<file path="src/rtl/track_pkg.sv">
// Shared definitions for the single-segment track arbiter: FSM states,
// sensor slot indices and the served-side marker used for fairness.
package track_pkg;

  localparam logic [3:0] FAULT_CODE = 4'hF;

  // State encoding doubles as the status code shown on the display.
  typedef enum logic [3:0] {
    ST_IDLE    = 4'd0,
    ST_GRANT_A = 4'd1,
    ST_BUSY_A  = 4'd2,
    ST_GRANT_B = 4'd3,
    ST_BUSY_B  = 4'd4,
    ST_FAULT   = FAULT_CODE
  } state_t;

  typedef enum logic {
    SIDE_A = 1'b0,
    SIDE_B = 1'b1
  } side_t;

  localparam int NUM_SENS    = 6;
  localparam int SENS_A_APP  = 0;
  localparam int SENS_B_APP  = 1;
  localparam int SENS_A_ENT  = 2;
  localparam int SENS_B_ENT  = 3;
  localparam int SENS_A_EXIT = 4;
  localparam int SENS_B_EXIT = 5;

endpackage

</file>
<file path="src/rtl/sensor_conditioner.sv">
// Conditions one raw track sensor: two-flop synchronizer, a debounce filter
// that only follows a level held for DEB_CYCLES synchronized samples, and a
// one-cycle pulse when the filtered level rises.
module sensor_conditioner #(
  parameter int DEB_CYCLES = 4
) (
  input  logic clk,
  input  logic rst_n,
  input  logic raw,
  output logic level,
  output logic rise
);

  localparam int CW = (DEB_CYCLES > 1) ? $clog2(DEB_CYCLES) : 1;
  localparam logic [CW-1:0] CNT_LAST = CW'(DEB_CYCLES - 1);

  logic sync1;
  logic sync2;
  logic [CW-1:0] cnt;

  // Bring the asynchronous sensor into the clock domain.
  always_ff @(posedge clk or negedge rst_n) begin
    if (!rst_n) begin
      sync1 <= 1'b0;
      sync2 <= 1'b0;
    end else begin
      sync1 <= raw;
      sync2 <= sync1;
    end
  end

  // Count consecutive samples disagreeing with the filtered level; flip it once the run is long enough.
  always_ff @(posedge clk or negedge rst_n) begin
    if (!rst_n) begin
      cnt   <= '0;
      level <= 1'b0;
      rise  <= 1'b0;
    end else begin
      rise <= 1'b0;
      if (sync2 != level) begin
        if (cnt == CNT_LAST) begin
          level <= sync2;
          rise  <= sync2;
          cnt   <= '0;
        end else begin
          cnt <= cnt + 1'b1;
        end
      end else begin
        cnt <= '0;
      end
    end
  end

endmodule

</file>
<file path="src/rtl/shared_track_arbiter.sv">
// Grants the single shared track segment to train A or train B, one at a time,
// with round-robin fairness, a grant timeout, illegal-entry fault detection
// and a traversal counter for the status display.
module shared_track_arbiter
  import track_pkg::*;
#(
  parameter int DEB_CYCLES     = 4,
  parameter int TIMEOUT_CYCLES = 50_000_000,
  parameter int CNT_W          = 8
) (
  input  logic             clk,
  input  logic             rst_n,
  input  logic             S1,
  input  logic             S2,
  input  logic             S3,
  input  logic             S4,
  input  logic             S5,
  input  logic             S6,
  input  logic             fault_clr,
  output logic             stop_a,
  output logic             stop_b,
  output logic             grant_a,
  output logic             grant_b,
  output logic             fault,
  output logic [3:0]       state_code,
  output logic [CNT_W-1:0] pass_cnt
);

  localparam int TW = $clog2(TIMEOUT_CYCLES);
  localparam logic [TW-1:0] TMO_LAST = TW'(TIMEOUT_CYCLES - 1);

  logic [NUM_SENS-1:0] raw_vec;
  logic [NUM_SENS-1:0] lvl;
  logic [NUM_SENS-1:0] rise;

  state_t         state;
  state_t         next_state;
  side_t          last_served;
  side_t          next_last;
  logic           req_a;
  logic           req_b;
  logic           want_a;
  logic           want_b;
  logic           clr_req_a;
  logic           clr_req_b;
  logic           tmo_inc;
  logic           pass_inc;
  logic [TW-1:0]  tmo_cnt;

  assign raw_vec = {S6, S5, S4, S3, S2, S1};

  for (genvar i = 0; i < NUM_SENS; i++) begin : g_sens
    sensor_conditioner #(
      .DEB_CYCLES(DEB_CYCLES)
    ) u_cond (
      .clk  (clk),
      .rst_n(rst_n),
      .raw  (raw_vec[i]),
      .level(lvl[i]),
      .rise (rise[i])
    );
  end

  // An approach edge arriving this very cycle counts as a request so the
  // grant is not delayed by the latch.
  assign want_a = req_a | rise[SENS_A_APP];
  assign want_b = req_b | rise[SENS_B_APP];

  // Next-state decision: entries, exits, timeout and fairness.
  always_comb begin
    next_state = state;
    next_last  = last_served;
    clr_req_a  = 1'b0;
    clr_req_b  = 1'b0;
    tmo_inc    = 1'b0;
    pass_inc   = 1'b0;
    case (state)
      ST_IDLE: begin
        if (rise[SENS_A_ENT] || rise[SENS_B_ENT]) begin
          next_state = ST_FAULT;
        end else if (want_a && want_b) begin
          next_state = (last_served == SIDE_B) ? ST_GRANT_A : ST_GRANT_B;
        end else if (want_a) begin
          next_state = ST_GRANT_A;
        end else if (want_b) begin
          next_state = ST_GRANT_B;
        end
      end
      ST_GRANT_A: begin
        if (rise[SENS_B_ENT]) begin
          next_state = ST_FAULT;
        end else if (rise[SENS_A_ENT]) begin
          next_state = ST_BUSY_A;
        end else if (tmo_cnt == TMO_LAST) begin
          next_state = ST_IDLE;
          next_last  = SIDE_A;
        end else begin
          tmo_inc = 1'b1;
        end
      end
      ST_BUSY_A: begin
        if (rise[SENS_B_ENT]) begin
          next_state = ST_FAULT;
        end else if (rise[SENS_A_EXIT]) begin
          next_state = ST_IDLE;
          next_last  = SIDE_A;
          clr_req_a  = 1'b1;
          pass_inc   = 1'b1;
        end
      end
      ST_GRANT_B: begin
        if (rise[SENS_A_ENT]) begin
          next_state = ST_FAULT;
        end else if (rise[SENS_B_ENT]) begin
          next_state = ST_BUSY_B;
        end else if (tmo_cnt == TMO_LAST) begin
          next_state = ST_IDLE;
          next_last  = SIDE_B;
        end else begin
          tmo_inc = 1'b1;
        end
      end
      ST_BUSY_B: begin
        if (rise[SENS_A_ENT]) begin
          next_state = ST_FAULT;
        end else if (rise[SENS_B_EXIT]) begin
          next_state = ST_IDLE;
          next_last  = SIDE_B;
          clr_req_b  = 1'b1;
          pass_inc   = 1'b1;
        end
      end
      ST_FAULT: begin
        if (fault_clr && (lvl == '0)) begin
          next_state = ST_IDLE;
        end
      end
      default: begin
        next_state = ST_IDLE;
      end
    endcase
  end

  // State, fairness marker, request latches, timeout and pass counters.
  always_ff @(posedge clk or negedge rst_n) begin
    if (!rst_n) begin
      state       <= ST_IDLE;
      last_served <= SIDE_B;
      req_a       <= 1'b0;
      req_b       <= 1'b0;
      tmo_cnt     <= '0;
      pass_cnt    <= '0;
    end else begin
      state       <= next_state;
      last_served <= next_last;
      req_a       <= (req_a | rise[SENS_A_APP]) & ~clr_req_a;
      req_b       <= (req_b | rise[SENS_B_APP]) & ~clr_req_b;
      tmo_cnt     <= tmo_inc ? tmo_cnt + 1'b1 : '0;
      if (pass_inc) begin
        pass_cnt <= pass_cnt + 1'b1;
      end
    end
  end

  // Signal outputs registered from the next state so they change with it.
  always_ff @(posedge clk or negedge rst_n) begin
    if (!rst_n) begin
      stop_a  <= 1'b1;
      stop_b  <= 1'b1;
      grant_a <= 1'b0;
      grant_b <= 1'b0;
      fault   <= 1'b0;
    end else begin
      grant_a <= (next_state == ST_GRANT_A) || (next_state == ST_BUSY_A);
      grant_b <= (next_state == ST_GRANT_B) || (next_state == ST_BUSY_B);
      stop_a  <= !((next_state == ST_GRANT_A) || (next_state == ST_BUSY_A));
      stop_b  <= !((next_state == ST_GRANT_B) || (next_state == ST_BUSY_B));
      fault   <= (next_state == ST_FAULT);
    end
  end

  assign state_code = state;

endmodule

</file>
<file path="config.mk">
export PLATFORM = sky130hd
export DESIGN_NAME = shared_track_arbiter
export DESIGN_NICKNAME = d
export VERILOG_FILES = /design/src/rtl/track_pkg.sv /design/src/rtl/sensor_conditioner.sv /design/src/rtl/shared_track_arbiter.sv
export SDC_FILE = /design/constraint.sdc
export NUM_CORES = 1
export LEC_CHECK = 0
export CAP_MARGIN = 20
export CELL_PAD_IN_SITES_DETAIL_PLACEMENT = 0
export CELL_PAD_IN_SITES_GLOBAL_PLACEMENT = 2
export CORE_ASPECT_RATIO = 1.5
export CORE_UTILIZATION = 30
export CTS_CLUSTER_SIZE = 12
export DETAILED_ROUTE_END_ITERATION = 8
export GPL_TIMING_DRIVEN = 1
export PLACE_DENSITY = 0.68
export SYNTH_ARGS = -nofsm -noshare
export SYNTH_HDL_FRONTEND = slang
export SYNTH_SLANG_ARGS = --single-unit
</file>
<file path="constraint.sdc">
create_clock -name clk -period 2.2 [get_ports clk]
set_clock_uncertainty 0.05 [all_clocks]
set_input_delay 0.44 -clock clk [delete_from_list [all_inputs] [get_ports clk]]
set_output_delay 0.44 -clock clk [all_outputs]
set_load 0.01 [all_outputs]
</file>
=== Word-level counts from Yosys, hierarchy flattened ===
Cells that the tools add are included.

* Flip-flop bits (word level): 82
* Bits of input ports: 9
* Output and inout bits: 17

* Add/sub/neg operators: 8
* Muxes and demuxes: 65
* Eq/ne operators: 33
* Bitwise gates (word level): 6
* Reduce and logical (&&, ||, !) cells: 17

{| class="wikitable"
|+ Operators by type and width
! cell !! count
|-
| $mux 4 || 14
|-
| $mux 1 || 33
|-
| $add 26x1->26 const B || 1
|-
| $eq 26x26->1 const B || 1
|-
| $mux 2 || 13
|-
| $mux 26 || 1
|-
| $pmux 4 s6 || 1
|-
| $eq 4x2->1 const B || 4
|-
| $ne 2x2->1 const B || 8
|-
| $add 2x1->2 const B || 6
|-
| $eq 2x2->1 const B || 6
|-
| $reduce_and 2->1 || 6
|-
| $reduce_and 11->1 || 1
|-
| $add 8x1->8 const B || 1
|-
| $eq 4x1->1 const B || 2
|-
| $eq 4x3->1 const B || 2
|-
| $eq 4x4->1 const B || 2
|-
| $logic_not 6->1 || 1
|-
| $ne 1x1->1 || 6
|-
| $logic_not 4->1 || 1
|-
| $ne 2x1->1 const B || 2
|-
| $pmux 1 s2 || 2
|-
| $pmux 1 s4 || 1
|-
| $reduce_bool 4->1 || 1
|-
| 6 further kinds || 13
|}

=== Depth between registers and ports, before layout ===
* Depth after elaboration: 9
* Gate-level depth with buffers: 7
* Mapped depth without buffers: 6

=== Hierarchy ===
Synthesis repeated with hierarchy kept, for this count alone.

* Cells, all modules: 316
* Area total of the unflattened synthesis: 3672.3 um^2

{| class="wikitable"
|+ Modules (own cells, without submodules)
! module !! area an instance (um^2) !! seq. area each (um^2) !! times used !! cells each
|-
| shared_track_arbiter || 2418.6 || 1154.9 || 1 || 244
|-
| sensor_conditioner || 209.0 || 150.1 || 6 || 12
|}

=== Worst setup path after synthesis ===
No wires, ideal clock.

* Kind: reg-to-reg
* From: reg tmo_cnt[0]
* To: reg last_served
* Cell stages (with the launch flop): 7
* Buffers on the path: 0
* Setup slack: 0.404 ns
* Arrival time: 1.664 ns
* Required time: 2.068 ns
* Path through: dfrtp_1 > ha_1 > and4_1 > and2_1 > nand4_1 > a211oi_1 > mux2_4

* Longest elaborated chain between the ends: 3

{| class="wikitable"
|+ RTL lines
! item !! line !! RTL
|-
| start, declared || shared_track_arbiter.sv:48 || <nowiki>logic [TW-1:0] tmo_cnt;</nowiki>
|-
| start signal, assigned || shared_track_arbiter.sv:158 || <nowiki>tmo_cnt <= tmo_inc ? tmo_cnt + 1'b1 : '0;</nowiki>
|-
| $eq 26x26->1 * || shared_track_arbiter.sv:94, shared_track_arbiter.sv:116 ||
|-
| $ne 2x2->1 (no line) || -- ||
|-
| $reduce_and 11->1 (no line) * || -- ||
|-
| end signal, assigned || shared_track_arbiter.sv:155 || <nowiki>last_served <= next_last;</nowiki>
|-
| end, declared || shared_track_arbiter.sv:38 || <nowiki>side_t last_served;</nowiki>
|}

Mark *: on every way between the ends. The rest lies on a longest branch, timed or not.
A chain may end at the register's enable or synchronous reset.

=== Final worst setup path ===
* From: reg state[0] (netlist: state_code[0])
* To: out state_code[0]

{| class="wikitable"
|+ RTL lines
! item !! line !! RTL
|-
| start, declared || shared_track_arbiter.sv:36 || <nowiki>state_t state;</nowiki>
|-
| start signal, assigned || shared_track_arbiter.sv:154 || <nowiki>state <= next_state;</nowiki>
|-
| end, declared || shared_track_arbiter.sv:25 || <nowiki>output logic [3:0] state_code,</nowiki>
|}

No word-level cell between the ends.

==> PnR_summary.wiki <==
{| class="wikitable"
! Metric !! Value
|-
| Run status || finished clean
|-
| Number of diodes || 0
|-
| Final setup violation count || 0
|-
| Pre-Repair DR Iteration Count || 4
|-
| Post-route core utilization || 37.9%
|-
| Syn Std Cell Area || 3610 um^2
|-
| Post-synth EDFFs || 0
|-
| Half-perimeter wire length after placement || 5.14 mm
|-
| Highest clock rate || 505 MHz
|-
| Category of the worst setup path capture point || output pin
|-
| Critical path's largest stage delay || 0.61 ns
|-
| Hold-critical path depth || 0
|-
| Cells after Synth || 322
|-
| Buffer type at the clock tree root || clkbuf_16
|-
| FF-to-FF path depth || 6
|-
| Number of nets produced by synthesis || 339
|-
| Share of async-settable or async-resettable flops after synthesis || 100%
|-
| Final TNS setup || 0 ns
|-
| Placeable core area || 11600 um^2
|-
| Depth of the critical timing path with buffers and inverters included || 1
|-
| Number of standard-cell rows in the floorplan || 48
|-
| Final Hold Vio Count || 0
|-
| DRC violation total after the first TritonRoute iteration || 127
|-
| Dominant synthesized flop cell || dfrtp_1
|-
| Number of antenna violations at the first check in global routing || 0
|-
| Leakage power of the design || 1.91 nW
|-
| Maximum number of pins on one net before global-route repair || 57
|-
| Worst EP required || 1.71 ns
|-
| Maximum ir drop on the vdd rail || 0.488 mV
|-
| Number of placed I/O pins || 26
|-
| Total Power Consumption || 4.93 mW
|-
| Mean Syn Cell Area || 11.2 um^2
|-
| Number of max-slew violations in the final report || 0
|-
| Unrepaired setup endpoints after global routing || no
|-
| Classification of the worst-slack hold path || flip-flop to flip-flop
|-
| Synth unique cells || 54
|-
| Number of warnings reported in the yosys synthesis log || 0
|-
| Arrival @ worst endpoint || 1.49 ns
|-
| Number of placed cells counting well taps || 497
|-
| CTS sink count || 82
|-
| Cell area power density || 1120 nW/um^2
|-
| Die Y-Extent || 136 um
|-
| Die span in x || 91.6 um
|-
| Number of fillers in the final layout || 1129
|-
| Nets || 376
|-
| Wire length of the first global-routing pass || 12.6 mm
|-
| Worst hold slack after final layout || 0.302 ns
|-
| Top Family by Delay on Critical Path || buffers and inverters
|-
| Relative slew slack || 66.2%
|-
| Reg clk slew, reported paths || 0.06 ns
|-
| Post-synthesis sequential element count || 82
|-
| Final non-filler cell total || 514
|-
| Register area share after synthesis || 56.9%
|-
| DRT antenna net count || 0
|-
| GRT Total Usage || 13.2%
|-
| Routed WL per cell || 14.3 um
|-
| Number of DRC violations after detailed routing || 0
|-
| Via count of the routed design || 2453
|-
| Final period utilization || 90.0%
|-
| Congestion Overflow GR || 0
|-
| Maximum level of the CTS H-tree || 3
|-
| Maximum fanout along the worst path || 10
|-
| Clock buffer count from CTS || 9
|-
| Cell Chain, Critical Path || clkdlybuf4s50_1
|-
| Max Cap Violations || 0
|-
| Worst path slowest cell || clkdlybuf4s50_1
|-
| Slew at the pin closest to its max-slew limit || 0.502 ns
|-
| Final critical delay including setup and external delays || 1.98 ns
|-
| Quantity of I/O buffers inserted on ports || 25
|-
| Clock latency reported for the late side of the worst-skew pair || 0.34 ns
|-
| Cts repair resizes || 0
|-
| CTS tree || done
|-
| Post-detailed-routing wire length || 7.33 mm
|-
| Routability congestion estimate from global placement || 0.727
|-
| Area growth from synthesis to layout || 21.5%
|-
| Startpoint Class || flip-flop
|-
| Effective utilization at floorplan || 31.2%
|-
| Critical path buffer and inverter count || 1
|-
| Fraction of final layout cells with drive strength greater than 1 || 11.0%
|-
| Via count of the first global-routing pass || 2616
|-
| Area of the die || 12500 um^2
|-
| Maximum clock insertion buffer count || 2
|-
| Critical path class || flip-flop to output pin
|-
| Via density per instance || 4.77
|}
synth_stat cells (2+ instances only):
cell type | count | area, um^2
o21ai_0 | 8 | 40.0
nor3_1 | 17 | 85.1
or2_1 | 2 | 12.5
dfstp_2 | 3 | 78.8
inv_1 | 10 | 37.5
nand3_1 | 9 | 45.0
nor2_1 | 44 | 165
xnor2_1 | 24 | 210
and3_1 | 3 | 18.8
a41oi_1 | 2 | 17.5
ha_1 | 8 | 100
o21bai_1 | 2 | 15.0
nand2_1 | 25 | 93.8
nor4_1 | 2 | 12.5
xor2_1 | 14 | 123
a21oi_1 | 3 | 15.0
nor2b_1 | 8 | 50.1
and2_1 | 5 | 31.3
nand4_1 | 8 | 50.1
buf_2 | 5 | 25.0
and4_1 | 6 | 52.6
nor4_2 | 2 | 25.0
nor3b_1 | 2 | 15.0
dfrtp_1 | 79 | 1980
o211ai_1 | 2 | 15.0
final timing paths:
kind	start	endpoint	slack [ns]
max	state_code[0]$_DFF_PN0_	state_code[0]	0.22
min	g_sens[5].u_cond.sync1$_DFF_PN0_	g_sens[5].u_cond.sync2$_DFF_PN0_	0.30
max reg2reg	tmo_cnt[0]$_DFF_PN0_	last_served$_DFFE_PN1P_	0.23
min reg2reg	g_sens[5].u_cond.sync1$_DFF_PN0_	g_sens[5].u_cond.sync2$_DFF_PN0_	0.30
max in group asynchronous	rst_n	stop_b$_DFF_PN1_	0.92
min in group asynchronous	rst_n	g_sens[1].u_cond.rise$_DFF_PN0_	0.51
repair_timing:
item	in CTS	in global routing
endpoints found under the hold margin	25	0
buffers inserted	0	0
hold buffers	1	0
final cells by class:
cell class / count / area, um^2 / share of cell area (%)
clock buffers: 10 / 239 / 5.45
well taps: 150 / 188 / 4.28
flip-flops and latches: 82 / 2060 / 46.8
inverters: 10 / 37.5 / 0.855
repair buffers: 32 / 315 / 7.19
clock inverters: 6 / 66.3 / 1.51
multi-input cells: 224 / 1490 / 33.9
state kept, by name, indices dropped and copies added (netlist names):
register and flops:
g_sens.u_cond.sync1 6, tmo_cnt 26, req_a 1, stop_a 1, req_b 1, g_sens.u_cond.rise 6
stop_b 1, grant_a 1, g_sens.u_cond.level 6, g_sens.u_cond.cnt 12, pass_cnt 8, g_sens.u_cond.sync2 6
state_code 4, grant_b 1, last_served 1, fault 1
power breakdown:
group | internal, mW | total, mW | switching (mW)
sequential | 1.83 | 2.06 | 0.232
clock | 0.911 | 1.52 | 0.604
combinational | 0.622 | 1.35 | 0.730
cells by family (layout without fill, tap and decap cells):
kind of cell	Yosys count	after routing	synth area share (%)
multiplexers	2	2	0.727
XOR/XNOR	38	38	9.21
AND/OR/NAND/NOR	147	147	22.1
AO/OA/AOI/OAI	29	29	6.30
adder cells (fa/ha/maj)	8	8	2.77
buffers and inverters	16	58	1.94
flip-flops	82	82	56.9
routing by layer:
layer  vias up  part of all wire, %  GRT usage [%]
met5         -                    0              0
met4         0                  2.4           6.97
met3        10                  2.7           3.64
met2        36                   51           21.7
met1      1223                   44           15.6
li1       1184                    -              -
per-stage QoR:
step                area (um^2)  setup WS, ns
finish                     4390         0.221
global route               4390        0.0468
CTS                        4390         0.188
detailed placement         4070         0.157
global placement           4070        0.0988
floorplan                  3610         0.404
cells in the final DEF, fill, tap and decap left out, types with 2 or more instances in the layout:
master	netlist	final
a21oi_1	3	3
a41oi_1	2	2
and2_1	5	5
and3_1	3	3
and4_1	6	6
buf_4	1	6
clkbuf_16	0	9
clkdlybuf4s50_1	0	24
clkinv_2	0	2
clkinv_4	0	3
dfrtp_1	79	79
dfstp_2	3	3
ha_1	8	8
inv_1	10	10
nand2_1	25	25
nand3_1	9	9
nand4_1	8	8
nor2_1	44	44
nor2b_1	8	8
nor3_1	17	17
nor3b_1	2	2
nor4_1	2	2
nor4_2	2	2
o211ai_1	2	2
o21ai_0	8	8
o21bai_1	2	2
or2_1	2	2
xnor2_1	24	24
xor2_1	14	14
Note: power is estimated with default switching activity, not from simulation.
